## config.mk

```make
export PLATFORM = sky130hd
export DESIGN_NAME = seg7_scan_n_flat
export DESIGN_NICKNAME = d
export VERILOG_FILES = /design/src/rtl/seg7_scan_n_if.sv /design/src/rtl/seg7_scan_n.sv /design/src/flat_wrapper.sv
export SDC_FILE = /design/constraint.sdc
export NUM_CORES = 1
export LEC_CHECK = 0
export BUFFER_PORTS_ARGS = -buffer_cell sky130_fd_sc_hd__buf_2
export CAP_MARGIN = 30
export CORE_MARGIN = 2
export CORE_UTILIZATION = 64
export CTS_CLUSTER_SIZE = 20
export DETAILED_ROUTE_END_ITERATION = 8
export GPL_TIMING_DRIVEN = 0
export PLACE_DENSITY = 0.95
export SLEW_MARGIN = 20
export SYNTH_ARGS = -nofsm -noshare
export SYNTH_HDL_FRONTEND = slang
export SYNTH_SLANG_ARGS = --single-unit
```

## constraint.sdc

```tcl
create_clock -name clk -period 7.5 [get_ports clk]
set_clock_uncertainty 0.15 [all_clocks]
set_input_delay 1.125 -clock clk [delete_from_list [all_inputs] [get_ports clk]]
set_output_delay 1.125 -clock clk [all_outputs]
set_load 0.1 [all_outputs]
```

## src/rtl/seg7_scan_n_if.sv

```systemverilog
// Display-data and pin bundle for seg7_scan_n: the display-source side drives data and strobes,
// the scanner drives the segment, anode and frame-pulse pins.
interface seg7_scan_n_if #(
    parameter int DIGITS   = 8,
    parameter int PWM_BITS = 4
);
    logic [8*DIGITS-1:0] i_data;
    logic [DIGITS-1:0]   i_dp;
    logic                disp_mode;
    logic                i_blank_lz;
    logic                i_load;
    logic [PWM_BITS-1:0] i_bright;
    logic [7:0]          o_seg;
    logic [DIGITS-1:0]   o_sel;
    logic                o_frame;

    modport master (
        output i_data, i_dp, disp_mode, i_blank_lz, i_load, i_bright,
        input  o_seg, o_sel, o_frame
    );

    modport slave (
        input  i_data, i_dp, disp_mode, i_blank_lz, i_load, i_bright,
        output o_seg, o_sel, o_frame
    );
endinterface

```

## src/rtl/seg7_scan_n.sv

```systemverilog
// Time-multiplexed common-anode seven-segment scanner with frame-synchronous shadow buffering,
// leading-zero blanking, per-digit decimal points, PWM brightness and selectable pin polarity.
module seg7_scan_n #(
    parameter int DIGITS     = 8,
    parameter int SCAN_DIV   = 15,
    parameter int PWM_BITS   = 4,
    parameter int ACTIVE_LOW = 1
) (
    input  logic          clk,
    input  logic          rstn,
    seg7_scan_n_if.slave  bus
);
    localparam int                DIG_W    = (DIGITS > 1) ? $clog2(DIGITS) : 1;
    localparam logic [DIG_W-1:0]  LAST_DIG = DIG_W'(DIGITS - 1);
    localparam logic [7:0]        SEG_OFF  = (ACTIVE_LOW != 0) ? 8'hFF : 8'h00;
    localparam logic [DIGITS-1:0] SEL_OFF  = (ACTIVE_LOW != 0) ? {DIGITS{1'b1}} : {DIGITS{1'b0}};

    typedef struct packed {
        logic [8*DIGITS-1:0] data;
        logic [DIGITS-1:0]   dp;
        logic                mode;
        logic                blz;
    } buf_t;

    logic [SCAN_DIV-1:0] cnt_q, cnt_d;
    logic [DIG_W-1:0]    dig_q, dig_d;
    buf_t                disp_q, disp_d, pend_q, pend_d, load_buf;
    logic                pvld_q, pvld_d;
    logic [7:0]          seg_q, seg_d;
    logic [DIGITS-1:0]   sel_q, sel_d;
    logic                frame_q, frame_d;
    logic                wrap, boundary;

    function automatic logic [7:0] hex7(input logic [3:0] n);
        case (n)
            4'h0: hex7 = 8'hC0;  4'h1: hex7 = 8'hF9;  4'h2: hex7 = 8'hA4;  4'h3: hex7 = 8'hB0;
            4'h4: hex7 = 8'h99;  4'h5: hex7 = 8'h92;  4'h6: hex7 = 8'h82;  4'h7: hex7 = 8'hF8;
            4'h8: hex7 = 8'h80;  4'h9: hex7 = 8'h90;  4'hA: hex7 = 8'h88;  4'hB: hex7 = 8'h83;
            4'hC: hex7 = 8'hC6;  4'hD: hex7 = 8'hA1;  4'hE: hex7 = 8'h86;  default: hex7 = 8'h8E;
        endcase
    endfunction

    // Scan position and shadow-buffer control
    always_comb begin
        wrap     = &cnt_q;
        boundary = wrap && (dig_q == LAST_DIG);
        cnt_d    = cnt_q + 1'b1;
        dig_d    = dig_q;
        if (wrap) begin
            dig_d = (dig_q == LAST_DIG) ? '0 : dig_q + 1'b1;
        end

        load_buf.data = bus.i_data;
        load_buf.dp   = bus.i_dp;
        load_buf.mode = bus.disp_mode;
        load_buf.blz  = bus.i_blank_lz;

        disp_d = disp_q;
        pend_d = pend_q;
        pvld_d = pvld_q;
        if (boundary) begin
            // A load landing on the frame edge bypasses the pending stage entirely.
            if (bus.i_load) begin
                disp_d = load_buf;
            end else if (pvld_q) begin
                disp_d = pend_q;
            end
            pvld_d = 1'b0;
        end else if (bus.i_load) begin
            pend_d = load_buf;
            pvld_d = 1'b1;
        end
        frame_d = boundary;
    end

    logic [DIGITS-1:0]   blank;
    logic                allz;
    logic [3:0]          nib;
    logic [7:0]          byt, hexv, seg_al;
    logic                dpk, blk, lit;
    logic [PWM_BITS-1:0] pwm;
    logic [DIGITS-1:0]   sel_al;

    // Digit decode from the display buffer; everything here is computed in the active-low view
    always_comb begin
        allz  = 1'b1;
        blank = '0;
        for (int k = DIGITS - 1; k >= 0; k--) begin
            allz = allz & (disp_q.data[4*k +: 4] == 4'h0);
            if (k > 0) begin
                blank[k] = allz;
            end
        end

        nib = '0;
        byt = '0;
        dpk = 1'b0;
        blk = 1'b0;
        for (int k = 0; k < DIGITS; k++) begin
            if (dig_q == DIG_W'(k)) begin
                nib = disp_q.data[4*k +: 4];
                byt = disp_q.data[8*k +: 8];
                dpk = disp_q.dp[k];
                blk = blank[k];
            end
        end

        hexv = hex7(nib);
        if (disp_q.mode) begin
            seg_al = byt;
        end else begin
            seg_al = {~dpk, (disp_q.blz && blk) ? 7'h7F : hexv[6:0]};
        end

        pwm    = cnt_q[SCAN_DIV-1 -: PWM_BITS];
        lit    = (pwm <= bus.i_bright);
        sel_al = {DIGITS{1'b1}};
        if (lit) begin
            sel_al = ~(DIGITS'(1) << dig_q);
        end

        seg_d = (ACTIVE_LOW != 0) ? seg_al : ~seg_al;
        sel_d = (ACTIVE_LOW != 0) ? sel_al : ~sel_al;
    end

    always_ff @(posedge clk or negedge rstn) begin
        if (!rstn) begin
            cnt_q   <= '0;
            dig_q   <= '0;
            disp_q  <= '0;
            pend_q  <= '0;
            pvld_q  <= 1'b0;
            seg_q   <= SEG_OFF;
            sel_q   <= SEL_OFF;
            frame_q <= 1'b0;
        end else begin
            cnt_q   <= cnt_d;
            dig_q   <= dig_d;
            disp_q  <= disp_d;
            pend_q  <= pend_d;
            pvld_q  <= pvld_d;
            seg_q   <= seg_d;
            sel_q   <= sel_d;
            frame_q <= frame_d;
        end
    end

    assign bus.o_seg   = seg_q;
    assign bus.o_sel   = sel_q;
    assign bus.o_frame = frame_q;
endmodule

```

## src/flat_wrapper.sv

```systemverilog
// flat-port wrapper written by rule: the top's interface ports become plain ports
module seg7_scan_n_flat 
#(
    parameter int DIGITS     = 8,
    parameter int SCAN_DIV   = 15,
    parameter int PWM_BITS   = 4,
    parameter int ACTIVE_LOW = 1
)
  (clk, rstn, bus_i_data, bus_i_dp, bus_disp_mode, bus_i_blank_lz, bus_i_load, bus_i_bright, bus_o_seg, bus_o_sel, bus_o_frame);
  seg7_scan_n_if #(.DIGITS(DIGITS), .PWM_BITS(PWM_BITS)) bus_i ();
  input  logic clk;
  input  logic rstn;
  input wire logic [$bits(bus_i.i_data)-1:0] bus_i_data;
  input wire logic [$bits(bus_i.i_dp)-1:0] bus_i_dp;
  input wire logic [$bits(bus_i.disp_mode)-1:0] bus_disp_mode;
  input wire logic [$bits(bus_i.i_blank_lz)-1:0] bus_i_blank_lz;
  input wire logic [$bits(bus_i.i_load)-1:0] bus_i_load;
  input wire logic [$bits(bus_i.i_bright)-1:0] bus_i_bright;
  output wire logic [$bits(bus_i.o_seg)-1:0] bus_o_seg;
  output wire logic [$bits(bus_i.o_sel)-1:0] bus_o_sel;
  output wire logic [$bits(bus_i.o_frame)-1:0] bus_o_frame;
  assign bus_i.i_data = bus_i_data;
  assign bus_i.i_dp = bus_i_dp;
  assign bus_i.disp_mode = bus_disp_mode;
  assign bus_i.i_blank_lz = bus_i_blank_lz;
  assign bus_i.i_load = bus_i_load;
  assign bus_i.i_bright = bus_i_bright;
  assign bus_o_seg = bus_i.o_seg;
  assign bus_o_sel = bus_i.o_sel;
  assign bus_o_frame = bus_i.o_frame;
  seg7_scan_n #(.DIGITS(DIGITS), .SCAN_DIV(SCAN_DIV), .PWM_BITS(PWM_BITS), .ACTIVE_LOW(ACTIVE_LOW)) u_core (.clk(clk), .rstn(rstn), .bus(bus_i));
endmodule
```

* After elaboration in Yosys (flattened, before gate mapping) *
Memory sizes are Yosys's and may differ from the RTL's.
Index checks and enable logic that the tools add are counted.

word-level totals
  bits in registers = 184
  latch bits = 0
  memory bits (writable) = 0
  ROM bits = 112
  input bits = 81
  output and inout port bits = 17
  memories = 1

cells by class
  add/sub/neg operators = 2
  multiply operators = 0
  divide/modulo/power cells = 0
  order comparisons = 1
  equal/unequal tests = 7
  shift operators = 1
  muxes and demuxes = 39
  bitwise gates (word level) = 9
  reductions and logical operators = 15

memory list
  name             depth  bits a word  read ports  clocked after memory_dff  wr ports  RTL line           source
  (no name shown)  16     7            1           0                         0         seg7_scan_n.sv:35  case (n)

operators by type and width
  kind                                                                   count
  74-bit 2-to-1 mux                                                      2
  8-bit 2-to-1 mux                                                       10
  4-bit 2-to-1 mux                                                       8
  4-bit logical NOT                                                      7
  1-bit 2-to-1 mux                                                       17
  15-bit by 1-bit adder with 15-bit output, second input constant        1
  15-bit AND reduction                                                   1
  3-bit equality test, second input constant                             4
  8-bit NOT                                                              1
  1-bit by 3-bit left shift with 8-bit output, first input constant      1
  7-bit 2-to-1 mux                                                       1
  1-bit bitwise AND                                                      6
  3-bit by 2-bit equality test with 1-bit output, second input constant  2
  4-bit less-or-equal comparator                                         1
  2-bit AND reduction                                                    2
  2-bit nonzero test                                                     2
  3-bit by 1-bit adder with 3-bit output, second input constant          1
  3-bit by 1-bit equality test with 1-bit output, second input constant  1
  3-bit logical NOT                                                      1
  3-bit 2-to-1 mux                                                       1
  1-bit logical AND                                                      2
  1-bit NOT                                                              2

* Longest topological paths before layout *
  depth after elaboration = 17
  depth in mapped cells = 16
  gate-level depth less buffers = 12

* Worst setup path before layout *
OpenSTA, ideal clock, no wires.

  path kind = register -> register
  start point = register u_core.dig_q[2]
  end point = register u_core.seg_q[5], in the netlist u_core.bus.o_seg[5]
  arrival = 3.091 ns
  data required time = 7.269 ns
  path slack = 4.178 ns
  stages on the path, launching flop included = 15
  buffers on the path = 3
  path through = dfrtp_1 > buf_6 > inv_1 > clkbuf_1 > ha_1 > buf_6 > or2_2 > a221oi_1 > o22ai_1 > a2bb2oi_1 > inv_1 > ha_1 > or3_1 > or2_0 > a32oi_1

on the way
  longest elaborated chain between the ends = 12
  elaborated cells on any way between the ends = 35

RTL lines
  what                           RTL line            source
  start, declared                seg7_scan_n.sv:26   logic [DIG_W-1:0] dig_q, dig_d;
  start signal, assigned         seg7_scan_n.sv:138  dig_q <= dig_d;
  3-bit logical NOT              seg7_scan_n.sv:100  if (dig_q == DIG_W'(k)) begin
  4-bit 2-to-1 mux (8 in a row)  seg7_scan_n.sv:100
  memory 16 x 7 bit              --
  7-bit 2-to-1 mux               seg7_scan_n.sv:112  seg_al = {~dpk, (disp_q.blz && blk) ? 7'h7F : hexv[6:0]};
  8-bit 2-to-1 mux (*)           seg7_scan_n.sv:109  if (disp_q.mode) begin
  net u_core.seg_al[5]           seg7_scan_n.sv:79   logic [7:0] byt, hexv, seg_al;
  end signal, assigned           seg7_scan_n.sv:142  seg_q <= seg_d;
  end, declared                  seg7_scan_n.sv:29   logic [7:0] seg_q, seg_d;

Mark *: on every way through the listed nets, which the timed path passes. The rest lies on a longest branch.
A chain may end at the register's enable or synchronous reset.

* Final worst setup path *
Same ends and word-level chain as after synthesis.

==> flow_summary.toml <==
[cts]
post-cts-setup-buffer-count = 0
cts_sinks = 184
cts-root-buf = "clkbuf_16"
clockBufferDepth = 2
cts_resized = 0
h-tree-depth = 4
cts_buffers = 17
cts_tree = "built"
path_clk_slew_ns = 0.07
ctsHoldBuffers = 0
insertion_delay_ns = 0.45

[drt]
vias = 7393
drt_iter0_drc = 806
drtPass1Iterations = 6
wl_um = 24500
ant_nets = 0
wl_per_cell_um = 21.2
via_per_inst = 6.40
drc = 0

[synth]
synth_fp_nets = 941
synth-warning-count = 0
synth_cell_type_count = 64
ys_top_cells_by_area = "dfrtp_1, mux2_2, mux2i_1, a21oi_1, dfstp_2"
avgSynthCellArea_um2 = 10.8
seq_area_frac_synth = 0.505
async_flop_share = 1.00
synth-seq-cells = 184
synthCells = 845
synth_top_area_share = 0.459
synth_edf_count = 0
synth_top_cell_by_area = "dfrtp_1"
syn_area_mm2 = 0.00916
synth_common_cells = "dfrtp_1, a21oi_1, nor2_1, mux2i_1, mux2_2"
yosys.cell_count.top_type = "dfrtp_1"
synth_ff_type = "dfrtp_1"

[power]
leakage_nw = 4.88
peakVddDrop_v = 0.000233
total_power_w = 0.00230
p_per_area_mw_per_mm2 = 219

[placed_design]
port_buffers = 96
place_congestion = 0.990
place_hpwl_um = 17300

[die]
die-height_um = 124
core_area_mm2 = 0.0139
rows = 43
die_w_um = 124
io_pins = 98
initial_core_util = 0.658
dieArea_mm2 = 0.0153

[cells_and_area]
nFillCells = 888
syn_to_final_growth_pct = 14.7
drive_above_1_share = 0.277
fin_nets = 1058
diodes = 0

[worst_setup_path]
crit_slowest_cell = "a2bb2oi_1"
rr_worst_depth = 14
required_ns = 7.72
regToRegSetupSlack_ns = 3.41
critical_path_class = "flip-flop to flip-flop"
startpoint_type = "flip-flop"
r2r_start = "u_core.dig_q[2]"
critPathCaptureType = "flip-flop"
cp.arrival_ns = 4.30
critPathMaxFanout = 10
r2r_end = "u_core.bus.o_seg[5]"
cpPeakStageDelay_ns = 0.49
crit_chain = "buf_6, inv_1, clkbuf_1, ha_1, buf_6, or2_2, a221oi_1, o22ai_1, a2bb2oi_1, inv_1, ha_1, or3_1, or2_0, a32oi_1"

[sta]
finalCritPeriodShare = 0.545
fmax_mhz = 245
slew_headroom = 0.399
rsz0062_at_grt = "false"
hold_violations = 0
tightest_slew_ns = 0.892
finalSetupViolCount = 0
fin_crit_ns = 4.09
tns_ns = 0
slew_viol_final = 0

[global_routing]
grt_pass1_wl_um = 39000
grt_pass1_vias = 7431
grt_usage = 0.339
antenna_found_initial = 0
grt_max_degree = 79
gr-total-overflow = 0

[hold_path]
hold_class = "flip-flop to flip-flop"
hold_end = "u_core.cnt_q[0]"
min_path_cells = 1
min_from = "u_core.cnt_q[0]"

[status]
outcome = "completed"

[run]
drv_cap = 0
worst max-delay path: cells and delay by family (launching register included):
kind            cells  cell delay [ns]
simple gates        3             0.93
fa+ha+maj           2             0.60
compound gates      4             1.06
buf+inv             5             0.86
flops               1             0.42
sequential cells by signal, summed over array words and instances, names as in the netlist:
| name | count |
|---|---|
| u_core.bus.o_frame | 1 |
| u_core.cnt_q | 15 |
| u_core.bus.o_sel | 8 |
| u_core.bus.o_seg | 8 |
| u_core.pvld_q | 1 |
| u_core.dig_q | 3 |
| u_core.disp_q | 74 |
| u_core.pend_q | 74 |
layout by cell type, fill, tap and decap left out, drive strengths merged, types with 4 or more instances in the layout:
| master | n |
|---|---|
| and3 | 6 |
| ha | 15 |
| dfrtp | 168 |
| clkbuf | 35 |
| a221oi | 20 |
| o21ai | 23 |
| nand3 | 13 |
| o31a | 4 |
| o211ai | 4 |
| a21o | 4 |
| xnor2 | 9 |
| xor2 | 5 |
| nor2 | 93 |
| a22oi | 4 |
| nor2b | 10 |
| dfstp | 16 |
| a211oi | 4 |
| mux2 | 75 |
| clkinv | 4 |
| o311ai | 4 |
| nand2 | 42 |
| nand2b | 4 |
| nor4 | 7 |
| buf | 137 |
| inv | 35 |
| nor3 | 6 |
| mux2i | 77 |
| o221ai | 4 |
| nand4 | 4 |
| a21oi | 95 |
worst max path at each step:
stage          cells past startpoint             from                  end
6_report                          14  u_core.dig_q[2]  u_core.bus.o_seg[5]
5_1_grt                           14  u_core.dig_q[2]  u_core.bus.o_seg[5]
4_1_cts                           14  u_core.dig_q[2]  u_core.bus.o_seg[5]
3_5_place_dp                      14  u_core.dig_q[2]  u_core.bus.o_seg[5]
3_3_place_gp                       1             rstn    u_core.disp_q[67]
2_1_floorplan                     14  u_core.dig_q[2]  u_core.bus.o_seg[5]
metal layers:
layer / vias to the layer above / global-route usage / wire length, µm
li1: 3293 / - / -
met1: 3629 / 0.448 / 9700
met2: 397 / 0.548 / 11900
met3: 74 / 0.0746 / 2070
met4: 0 / 0.136 / 807
met5: - / 0 / 0
cell type report:
cell class / instances / area (µm²) / area share
Tap cell: 180 / 225 / 0.0214
Timing Repair Buffer: 98 / 546 / 0.0519
Inverter: 26 / 97.6 / 0.00928
Clock inverter: 15 / 155 / 0.0148
Sequential cell: 184 / 4620 / 0.440
Clock buffer: 17 / 425 / 0.0405
Buffer: 57 / 307 / 0.0292
Multi-Input combinational cell: 578 / 4140 / 0.393
power by group:
part           total, W  switching (W)  internal [W]
logic          0.000285       0.000168      0.000117
registers       0.00112      0.0000530       0.00107
clock network  0.000898       0.000426      0.000472
kinds of logic after synthesis:
group                    Yosys count  share of synthesized area
flip-flops                       184                      0.505
AO/OA/AOI/OAI                    195                      0.138
adder cells (fa/ha/maj)           15                     0.0205
buffers and inverters             83                     0.0441
multiplexers                     152                      0.176
AND/OR/NAND/NOR                  202                      0.103
XOR/XNOR                          14                     0.0134
stage by stage:
stage           util  hold slack, ns  area, µm²  std cells  setup WS [ns]
2_1_floorplan      -           0.289       9160        845           4.18
3_3_place_gp   0.708           0.305       9870       1121           2.41
3_5_place_dp   0.713           0.332       9930       1123           3.52
4_1_cts        0.755           0.342      10500       1155           3.49
5_1_grt        0.755           0.366      10500       1155           3.19
6_report       0.755           0.342      10500       1155           3.41
No activity file was read; power rests on OpenSTA's default activity.
